File: src/rtl/pokemon_pkg.sv
// Shared types and constants for the projectile arbiter and its stepper.
package pokemon_pkg;

    typedef enum logic [1:0] {
        ST_IDLE     = 2'd0,
        ST_FLY      = 2'd1,
        ST_COOLDOWN = 2'd2,
        ST_OVER     = 2'd3
    } state_t;

    localparam logic OWNER_CHARMANDER = 1'b0;
    localparam logic OWNER_SQUIRTLE   = 1'b1;

    localparam logic [5:0] LANE_TOP = 6'd0;
    localparam logic [5:0] LANE_MID = 6'd18;
    localparam logic [5:0] LANE_BOT = 6'd36;

    localparam int unsigned SCREEN_W = 96;

    // HP after a resolved shot; a landed hit never takes HP below zero.
    function automatic logic [3:0] hp_after_hit(input logic [3:0] hp, input logic hit);
        return (hit && (hp != 4'd0)) ? (hp - 4'd1) : hp;
    endfunction

endpackage

File: src/rtl/projectile_stepper.sv
// Projectile column register: loads the muzzle column at grant and walks
// toward the opposite muzzle by STEP per step request, clamped at the endpoint.
// dir/load_dir: 0 = Charmander (moves right), 1 = Squirtle (moves left).
module projectile_stepper
    import pokemon_pkg::*;
#(
    parameter int unsigned X_LEFT  = 16,
    parameter int unsigned X_RIGHT = 80,
    parameter int unsigned STEP    = 4
) (
    input  logic       clk,
    input  logic       rst,
    input  logic       load,
    input  logic       load_dir,
    input  logic       step,
    input  logic       dir,
    output logic [6:0] x,
    output logic       at_end
);

    localparam logic [6:0] XL7   = 7'(X_LEFT);
    localparam logic [6:0] XR7   = 7'(X_RIGHT);
    localparam logic [6:0] STEP7 = 7'(STEP);
    localparam logic [7:0] XR8   = 8'(X_RIGHT);
    localparam logic [7:0] STEP8 = 8'(STEP);
    localparam logic [7:0] BACK_LIM8 = 8'(X_LEFT + STEP);

    logic [6:0] x_q;
    logic [6:0] x_d;
    logic [7:0] x8;
    logic [7:0] fwd8;

    assign x8     = {1'b0, x_q};
    assign fwd8   = x8 + STEP8;
    assign at_end = (x_q == ((dir == OWNER_SQUIRTLE) ? XL7 : XR7));
    assign x      = x_q;

    // Next column: load at grant, otherwise clamp-step toward the endpoint.
    always_comb begin
        x_d = x_q;
        if (load) begin
            x_d = (load_dir == OWNER_SQUIRTLE) ? XR7 : XL7;
        end else if (step && !at_end) begin
            if (dir == OWNER_CHARMANDER) begin
                x_d = (fwd8 >= XR8) ? XR7 : (x_q + STEP7);
            end else begin
                x_d = (x8 <= BACK_LIM8) ? XL7 : (x_q - STEP7);
            end
        end
    end

    // Column register.
    always_ff @(posedge clk or posedge rst) begin
        if (rst) begin
            x_q <= '0;
        end else begin
            x_q <= x_d;
        end
    end

endmodule

File: src/rtl/pokemon_battle_arbiter.sv
// Two-player projectile arbiter: round-robin grant, flight, hit resolution,
// HP bookkeeping and game-over detection.
// Optional feature macro: BATTLE_COOLDOWN_EN (post-shot lockout of
// COOLDOWN_TICKS move_ticks). Without it a non-fatal shot returns to IDLE.
module pokemon_battle_arbiter
    import pokemon_pkg::*;
#(
    parameter int unsigned HP_INIT        = 5,
    parameter int unsigned X_LEFT         = 16,
    parameter int unsigned X_RIGHT        = 80,
    parameter int unsigned STEP           = 4,
    parameter int unsigned COOLDOWN_TICKS = 8
) (
    input  logic       single_pulse_clk,
    input  logic       reset,
    input  logic       move_tick,
    input  logic       player1_fire,
    input  logic       player2_fire,
    input  logic [5:0] topYCharmander,
    input  logic [5:0] topYSquirtle,
    output logic       proj_active,
    output logic       proj_owner,
    output logic [6:0] proj_x,
    output logic [5:0] proj_y,
    output logic [3:0] hp_charmander,
    output logic [3:0] hp_squirtle,
    output logic       hit_pulse,
    output logic       game_over,
    output logic       winner
);

    localparam logic [3:0] HP_INIT4 = 4'(HP_INIT);

    state_t     state_q, state_d;
    logic       owner_q, owner_d;
    logic [5:0] y_q, y_d;
    logic       active_q, active_d;
    logic [3:0] hpc_q, hpc_d;
    logic [3:0] hps_q, hps_d;
    logic       hit_q, hit_d;
    logic       over_q, over_d;
    logic       winner_q, winner_d;
    logic       last_q, last_d;
`ifdef BATTLE_COOLDOWN_EN
    localparam logic [7:0] CD_LAST = 8'(COOLDOWN_TICKS - 1);
    logic [7:0] cd_q, cd_d;
`endif

    logic       any_fire;
    logic       grantee;
    logic       lane_hit;
    logic [3:0] target_hp;
    logic [3:0] new_hp;
    logic       stp_load;
    logic       stp_step;
    logic       at_end;

    projectile_stepper #(
        .X_LEFT (X_LEFT),
        .X_RIGHT(X_RIGHT),
        .STEP   (STEP)
    ) u_stepper (
        .clk     (single_pulse_clk),
        .rst     (reset),
        .load    (stp_load),
        .load_dir(grantee),
        .step    (stp_step),
        .dir     (owner_q),
        .x       (proj_x),
        .at_end  (at_end)
    );

    // Arbitration and resolution helpers, shared by the FSM below.
    always_comb begin
        any_fire  = player1_fire | player2_fire;
        grantee   = (player1_fire && player2_fire) ? ~last_q : player2_fire;
        lane_hit  = (owner_q == OWNER_CHARMANDER) ? (y_q == topYSquirtle)
                                                  : (y_q == topYCharmander);
        target_hp = (owner_q == OWNER_CHARMANDER) ? hps_q : hpc_q;
        new_hp    = hp_after_hit(target_hp, lane_hit);
    end

    // Next-state and datapath control for grant / flight / cooldown / over.
    always_comb begin
        state_d  = state_q;
        owner_d  = owner_q;
        y_d      = y_q;
        active_d = active_q;
        hpc_d    = hpc_q;
        hps_d    = hps_q;
        hit_d    = 1'b0;
        over_d   = over_q;
        winner_d = winner_q;
        last_d   = last_q;
        stp_load = 1'b0;
        stp_step = 1'b0;
`ifdef BATTLE_COOLDOWN_EN
        cd_d     = cd_q;
`endif
        case (state_q)
            ST_IDLE: begin
                if (any_fire) begin
                    owner_d  = grantee;
                    y_d      = (grantee == OWNER_SQUIRTLE) ? topYSquirtle : topYCharmander;
                    last_d   = grantee;
                    active_d = 1'b1;
                    stp_load = 1'b1;
                    state_d  = ST_FLY;
                end
            end
            ST_FLY: begin
                if (move_tick) begin
                    if (!at_end) begin
                        stp_step = 1'b1;
                    end else begin
                        active_d = 1'b0;
                        hit_d    = lane_hit;
                        if (owner_q == OWNER_CHARMANDER) begin
                            hps_d = new_hp;
                        end else begin
                            hpc_d = new_hp;
                        end
                        if (new_hp == 4'd0) begin
                            state_d  = ST_OVER;
                            over_d   = 1'b1;
                            winner_d = owner_q;
                        end else begin
`ifdef BATTLE_COOLDOWN_EN
                            state_d = ST_COOLDOWN;
                            cd_d    = '0;
`else
                            state_d = ST_IDLE;
`endif
                        end
                    end
                end
            end
`ifdef BATTLE_COOLDOWN_EN
            ST_COOLDOWN: begin
                if (move_tick) begin
                    if (cd_q == CD_LAST) begin
                        state_d = ST_IDLE;
                        cd_d    = '0;
                    end else begin
                        cd_d = cd_q + 8'd1;
                    end
                end
            end
`endif
            ST_OVER: begin
                state_d = ST_OVER;
            end
            default: begin
                state_d = ST_IDLE;
            end
        endcase
    end

    // State and datapath registers.
    always_ff @(posedge single_pulse_clk or posedge reset) begin
        if (reset) begin
            state_q  <= ST_IDLE;
            owner_q  <= OWNER_CHARMANDER;
            y_q      <= '0;
            active_q <= 1'b0;
            hpc_q    <= HP_INIT4;
            hps_q    <= HP_INIT4;
            hit_q    <= 1'b0;
            over_q   <= 1'b0;
            winner_q <= 1'b0;
            last_q   <= 1'b1;
`ifdef BATTLE_COOLDOWN_EN
            cd_q     <= '0;
`endif
        end else begin
            state_q  <= state_d;
            owner_q  <= owner_d;
            y_q      <= y_d;
            active_q <= active_d;
            hpc_q    <= hpc_d;
            hps_q    <= hps_d;
            hit_q    <= hit_d;
            over_q   <= over_d;
            winner_q <= winner_d;
            last_q   <= last_d;
`ifdef BATTLE_COOLDOWN_EN
            cd_q     <= cd_d;
`endif
        end
    end

    assign proj_active   = active_q;
    assign proj_owner    = owner_q;
    assign proj_y        = y_q;
    assign hp_charmander = hpc_q;
    assign hp_squirtle   = hps_q;
    assign hit_pulse     = hit_q;
    assign game_over     = over_q;
    assign winner        = winner_q;

endmodule
File: config.mk
export PLATFORM = sky130hd
export DESIGN_NAME = pokemon_battle_arbiter
export DESIGN_NICKNAME = d
export VERILOG_FILES = /design/src/rtl/pokemon_pkg.sv /design/src/rtl/projectile_stepper.sv /design/src/rtl/pokemon_battle_arbiter.sv
export SDC_FILE = /design/constraint.sdc
export NUM_CORES = 1
export LEC_CHECK = 0
export ABC_AREA = 1
export ABC_CLOCK_PERIOD_IN_PS = 2250
export CAP_MARGIN = 0
export CORE_ASPECT_RATIO = 0.75
export CORE_MARGIN = 3
export CORE_UTILIZATION = 51
export DETAILED_ROUTE_END_ITERATION = 6
export HOLD_SLACK_MARGIN = 0.06
export PLACE_DENSITY = 0.76
export SYNTH_ARGS = -nofsm -noshare
export SYNTH_HDL_FRONTEND = slang
export SYNTH_SLANG_ARGS = --single-unit
File: constraint.sdc
create_clock -name single_pulse_clk -period 2.25 [get_ports single_pulse_clk]
set_clock_uncertainty 0.15 [all_clocks]
set_input_delay 0.3375 -clock single_pulse_clk [delete_from_list [all_inputs] [get_ports single_pulse_clk]]
set_output_delay 0.3375 -clock single_pulse_clk [all_outputs]
set_load 0.005 [all_outputs]
# Word-level counts from Yosys, hierarchy flattened
# Index checks and enable logic that the tools add are counted.
# Widths: inputs -> output; s select.
totals:
  wordCells: 72
  output_inout_bits: 26
  inputBits: 17
  reg_bits: 29
op_classes:
  n_addsub: 4
  n_reduce_logical: 15
  n_mux: 29
  magnitude_cmp: 2
  n_eq_ne: 8
  bitwise: 3
ops:
  columns: ["op", "n"]
  rows:
  - ["$mux 7", 7]
  - ["$reduce_and 4->1", 4]
  - ["$mux 1", 13]
  - ["$eq 6x6->1", 2]
  - ["$add 7x3->8 const B", 1]
  - ["$ge 8x7->1 const B", 1]
  - ["$mux 2", 4]
  - ["$mux 4", 2]
  - ["$add 7x3->7 const B", 1]
  - ["$eq 7x7->1", 1]
  - ["$le 7x5->1 const B", 1]
  - ["$sub 7x3->7 const B", 1]
  - ["$mux 6", 1]
  - ["$ne 2x2->1 const B", 3]
  - ["$pmux 2 s3", 1]
  - ["$logic_not 4->1", 1]
  - ["$reduce_bool 2->1", 2]
  - ["$reduce_bool 4->1", 1]
  - ["$sub 4x1->4 const B", 1]
  - ["$logic_and 1x1->1", 3]
  - ["$reduce_and 3->1", 1]
  - ["$eq 2x1->1 const B", 1]
  - ["$eq 2x2->1 const B", 1]
  - ["$logic_not 2->1", 1]
  - ["other kinds (5)", 6]

# Depth between registers and ports, before layout
logic_depth:
  ltp_word: 9
  ltp_mapped: 16
  mapped_depth_nobuf: 15

# Cells and area by module
# From an unflattened synthesis, not the netlist that was laid out.
hier_totals:
  hier_cells: 313
  hier_area_um2: 2163.3
modules_own_cells:
  columns: ["module", "instances", "cells_each", "area_per_inst_um2", "seq_area_each_um2"]
  rows:
  - ["pokemon_battle_arbiter", 1, 227, 1572.8, 556.8]
  - ["projectile_stepper", 1, 86, 590.6, 125.1]

# Least setup slack after synthesis
# Ideal clock, no wire load.
synth_path:
  path_kind: "reg2reg"
  startpoint: "register owner_q, in the netlist proj_owner"
  endpoint: "register winner_q, in the netlist winner"
  setup_time_ns: 0.117
  period_less_slack_ns: 2.076
  arrival_time_ns: 1.809
  path_slack_ns: 0.174
  t_required_ns: 1.983
  stages_incl_launch_ff: 16
  path_buffers: 2
  cell_sequence: "dfrtp_1 > buf_6 > buf_6 > nand2_1 > nand2_1 > inv_1 > ha_1 > nand4_4 > nand3_2 > nand2_1 > nand2_2 > nand2_2 > nor2_2 > nand3_2 > nand2_1 > nand2_1"
synth_via:
  elab_chain_len: 6
  elab_cells_between_ends: 10
  cone_classes: "1 x add/sub; 1 x eq/ne; 4 x mux; 4 x reduce/logical"
synth_rtl:
  columns: ["element", "line_no", "rtl"]
  rows:
  - ["from (decl)", "pokemon_battle_arbiter.sv:35", "logic owner_q, owner_d;"]
  - ["from (signal assigned)", "pokemon_battle_arbiter.sv:177", "owner_q <= owner_d;"]
  - ["branches (longest 6 deep; another with $sub 4x1->4)", null, null]
  - ["to (signal assigned)", "pokemon_battle_arbiter.sv:184", "winner_q <= winner_d;"]
  - ["to (decl)", "pokemon_battle_arbiter.sv:42", "logic winner_q, winner_d;"]
# Parallel ways; which one is timed is not known.
# A chain may end at the register's enable or synchronous reset.

# Final worst setup path
layout_path:
  startpoint: "register owner_q, in the netlist proj_owner"
  endpoint: "register state_q[0]"
layout_via:
  elab_chain_len: 9
  elab_cells_between_ends: 15
  cone_classes: "1 x add/sub; 2 x eq/ne; 8 x mux; 4 x reduce/logical"
layout_rtl:
  columns: ["element", "line_no", "rtl"]
  rows:
  - ["branches (longest 9 deep; another with $sub 4x1->4)", null, null]
  - ["to (signal assigned)", "pokemon_battle_arbiter.sv:176", "state_q <= state_d;"]
  - ["to (decl)", "pokemon_battle_arbiter.sv:34", "state_t state_q, state_d;"]
# Parallel ways; which one is timed is not known. The select of a mux whose other input is x is not followed.

==> results by group <==
Logic synthesis
  • Cell variety after synth: 36
  • FF+latch count, synth: 27
  • Synthesized cell area: 1961 sq um
  • Yosys warning total: 0
  • Post-synth EDFFs: 0
  • Sequential area share after synthesis: 34.78%
  • Syn_area_per_cell: 7.078 sq um
  • Synth Flop Type: dfrtp_1
  • Cells after Synth: 277
  • Async S/R FF share, synth: 100.0%

Drt
  • Post-Route M1 WL: around 2300 um
  • Routed wire length: roughly 4600 um
  • Total number of vias: 1852
  • Met2 WL: between 2000 and 2500 um
  • DRT Pass-1 Iters: 4
  • Avg WL per Cell: around 12 um
  • Antenna-violating nets left: 0
  • Initial drt markers: around 110
  • Routed wl met3: ~230 um
  • DRC viols: 0
  • Top routing layer used: met4
  • Vias per inst: slightly below 5

Worst setup path
  • CP top delay family: simple AND/OR/NAND/NOR gates
  • CP Capture Type: flop
  • Critical path launch point type: flop
  • Crit Path Class: flop to flop
  • Worst path buffer plus inverter count: 2
  • Crit path max fanout: 7
  • Critical path's largest stage delay: 0.46 ns
  • Slowest-stage cell, CP: dfrtp_2
  • CP most frequent cell: nand2_1
  • CP Cell Sequence: inv_4 -> buf_4 -> nand2_1 -> nand3_1 -> nand2_1 -> nor2_2 -> nand2_1 -> nand2_1 -> nand2_1 -> nor2_2 -> nand3_2 -> nand2_1 -> nand2_1 -> nand2_1
  • Worst EP arrival: 2.16 ns
  • Required @ worst endpoint: roughly 2.3 ns

Flow run
  • Maxcap violations: 0

Pwr
  • Worst VDD drop: 0.3329 mV
  • Static leakage: 0.001213 uW
  • PD cells: 400.3 nW/um^2

Clock network
  • Root buffer cell: clkbuf_8
  • Clock buffer depth: 2
  • TritonCTS clock tree: done
  • Clock-pin slew on the worst setup and hold paths: 0.10 ns
  • Cts bufs inserted: 3
  • H-tree depth: 1
  • CTS Sinks: 27
  • Later-pin clock latency in the skew report: 0.27 ns

Floorplan
  • # rows: 18
  • IO Count: 43
  • Starting Density: 56.16%
  • Die Footprint: 4632 sq um
  • Chip height: 59.70 um
  • Core area: 3491 sq um
  • Die span in x: 77.60 um

Timing
  • Setup TNS Final: 0 ns
  • Final Hold Viols: 0
  • Final Setup Violations: 0
  • Minimum clock period: 2.099 ns
  • Post-route clock period utilization: a little over 90%
  • Max-slew violations: 0
  • Hold WS: 0.2717 ns
  • Max Clock Freq: 476.3 MHz

Place
  • Final GP Congestion: 1.006
  • Port bufs: 40
  • Dpl hpwl: between 3000 and 4000 um

Cells and area
  • Fill cells: 290
  • Area Growth Syn to Fin: 28.72%
  • Final nets: about 350
  • Diodes inserted: 0
  • Share of layout cells above drive strength 1: 16.67%

Min path
  • Min-delay worst type: primary input to async pin

GRT
  • Largest net degree at the start of global routing: 28
  • GRT Util Overall: 20.96%
  • Vias in the first global route: 1683
  • Global-route wire length before repair: 7859 um
  • Initial antenna violation count: 0
  • Grt ovf: 0

Run status
  • Status: completed
per-layer routing:
layer | vias up | track usage (%)
met5 | - | 0
met1 | 832 | 31.18
met3 | 2 | 3.765
met2 | 55 | 33.05
met4 | 0 | 2.284
li1 | 963 | -
where the power goes:
part | switching (uW) | total (uW) | internal, uW
combinational | 119 | 223 | 104
sequential | 15.0 | 515 | 500
clock | 149 | 272 | 124
total | 283 | 1010 | 728
synth_stat cells, types with 2 or more instances:
library cell	n	area, sq um
nor2_2	4	25.02
o21ai_0	14	70.07
a31oi_1	2	12.51
nand2_1	76	285.3
nand4_1	4	25.02
inv_2	2	7.510
dfstp_2	5	131.4
clkbuf_1	3	11.26
o21ai_1	4	20.02
nand2_4	4	45.04
xor2_1	5	43.79
nor3_1	2	10.01
ha_1	5	62.56
buf_6	3	33.78
dfrtp_1	22	550.5
nand3_2	3	30.03
nand2_2	8	50.05
a21oi_1	11	55.05
nor2_4	2	22.52
nor2_1	17	63.81
inv_1	42	157.7
o22ai_1	3	18.77
nand3_1	21	105.1
buf_4	2	15.01
or2_1	2	12.51
timing repair:
| action | CTS | global route |
|---|---|---|
| hold buffers | 0 | 0 |
| setup buffers | 0 | 0 |
| endpoints found under the setup margin | 0 | 4 |
| resized for setup | 0 | 11 |
cell type report:
| cell class | instances | area (sq um) | share of cell area, % |
|---|---|---|---|
| Multi-Input combinational cell | 199 | 1085 | 42.98 |
| Sequential cell | 27 | 683.2 | 27.07 |
| Timing Repair Buffer | 50 | 479.2 | 18.99 |
| Inverter | 44 | 167.7 | 6.644 |
| Tap cell | 50 | 62.56 | 2.479 |
| Clock buffer | 3 | 41.29 | 1.636 |
| Clock inverter | 1 | 5.005 | 0.1983 |
logic make-up after synthesis:
logic type	after synthesis	synth area share, %
and+or+nand+nor	146	36.18
buffers and inverters	52	11.49
AOI/OAI and AO/OA	40	11.49
DFF	27	34.78
xor gates and xnor gates	6	2.680
adders and majority gates	5	3.191
other	1	0.1913
tightest hold or removal path: stages:
cell	delay [ns]
clkdlybuf4s50_1	0.39
inv_1	0.05
buf_4	0.32
flip-flops by register name (all words and copies together), names as in the netlist:
register       cells
game_over          1
hit_pulse          1
hp_charmander      4
hp_squirtle        4
last_q             1
proj_active        1
proj_owner         1
proj_y             6
state_q            2
u_stepper.x        5
winner             1
worst paths after layout:
kind	cells past startpoint	slack, ns	startpoint	end
hold / removal	3	0.27	reset	proj_y[3]
setup / recovery	14	0.15	proj_owner	state_q[0]
setup reg to reg	14	0.15	proj_owner	state_q[0]
max in group asynchronous	3	1.37	reset	hp_charmander[2]
hold reg to reg	2	0.32	last_q	last_q
min in group single_pulse_clk	2	0.32	last_q	last_q
cells in the final DEF, fill, tap and decap left out, types with 3 or more instances in the layout:
cell type,instances
a21oi_1,11
buf_4,9
clkbuf_8,3
clkdlybuf4s50_1,40
dfrtp_1,21
dfstp_2,5
ha_1,4
inv_1,42
nand2_1,72
nand2_2,12
nand2_4,4
nand3_1,20
nand3_2,3
nand4_1,4
nor2_1,16
nor2_2,5
o21ai_0,14
o21ai_1,4
o22ai_1,3
xor2_1,5
stage by stage:
| step | area (sq um) | worst slack (ns) | cells | util, % | power (uW) |
|---|---|---|---|---|---|
| after floorplan | 1964 | 0.1735 | 278 | - | 650.9 |
| after global placement | 2442 | 0.04075 | 370 | 69.96 | 738.0 |
| after detailed placement | 2442 | -0.008139 | 370 | 69.96 | 739.5 |
| after CTS | 2489 | 0.09372 | 374 | 71.29 | 1014 |
| after global routing | 2524 | -0.01588 | 374 | 72.29 | 1068 |
| final | 2524 | 0.1507 | 374 | 72.29 | 1010 |
(Power assumes the default switching activity.)
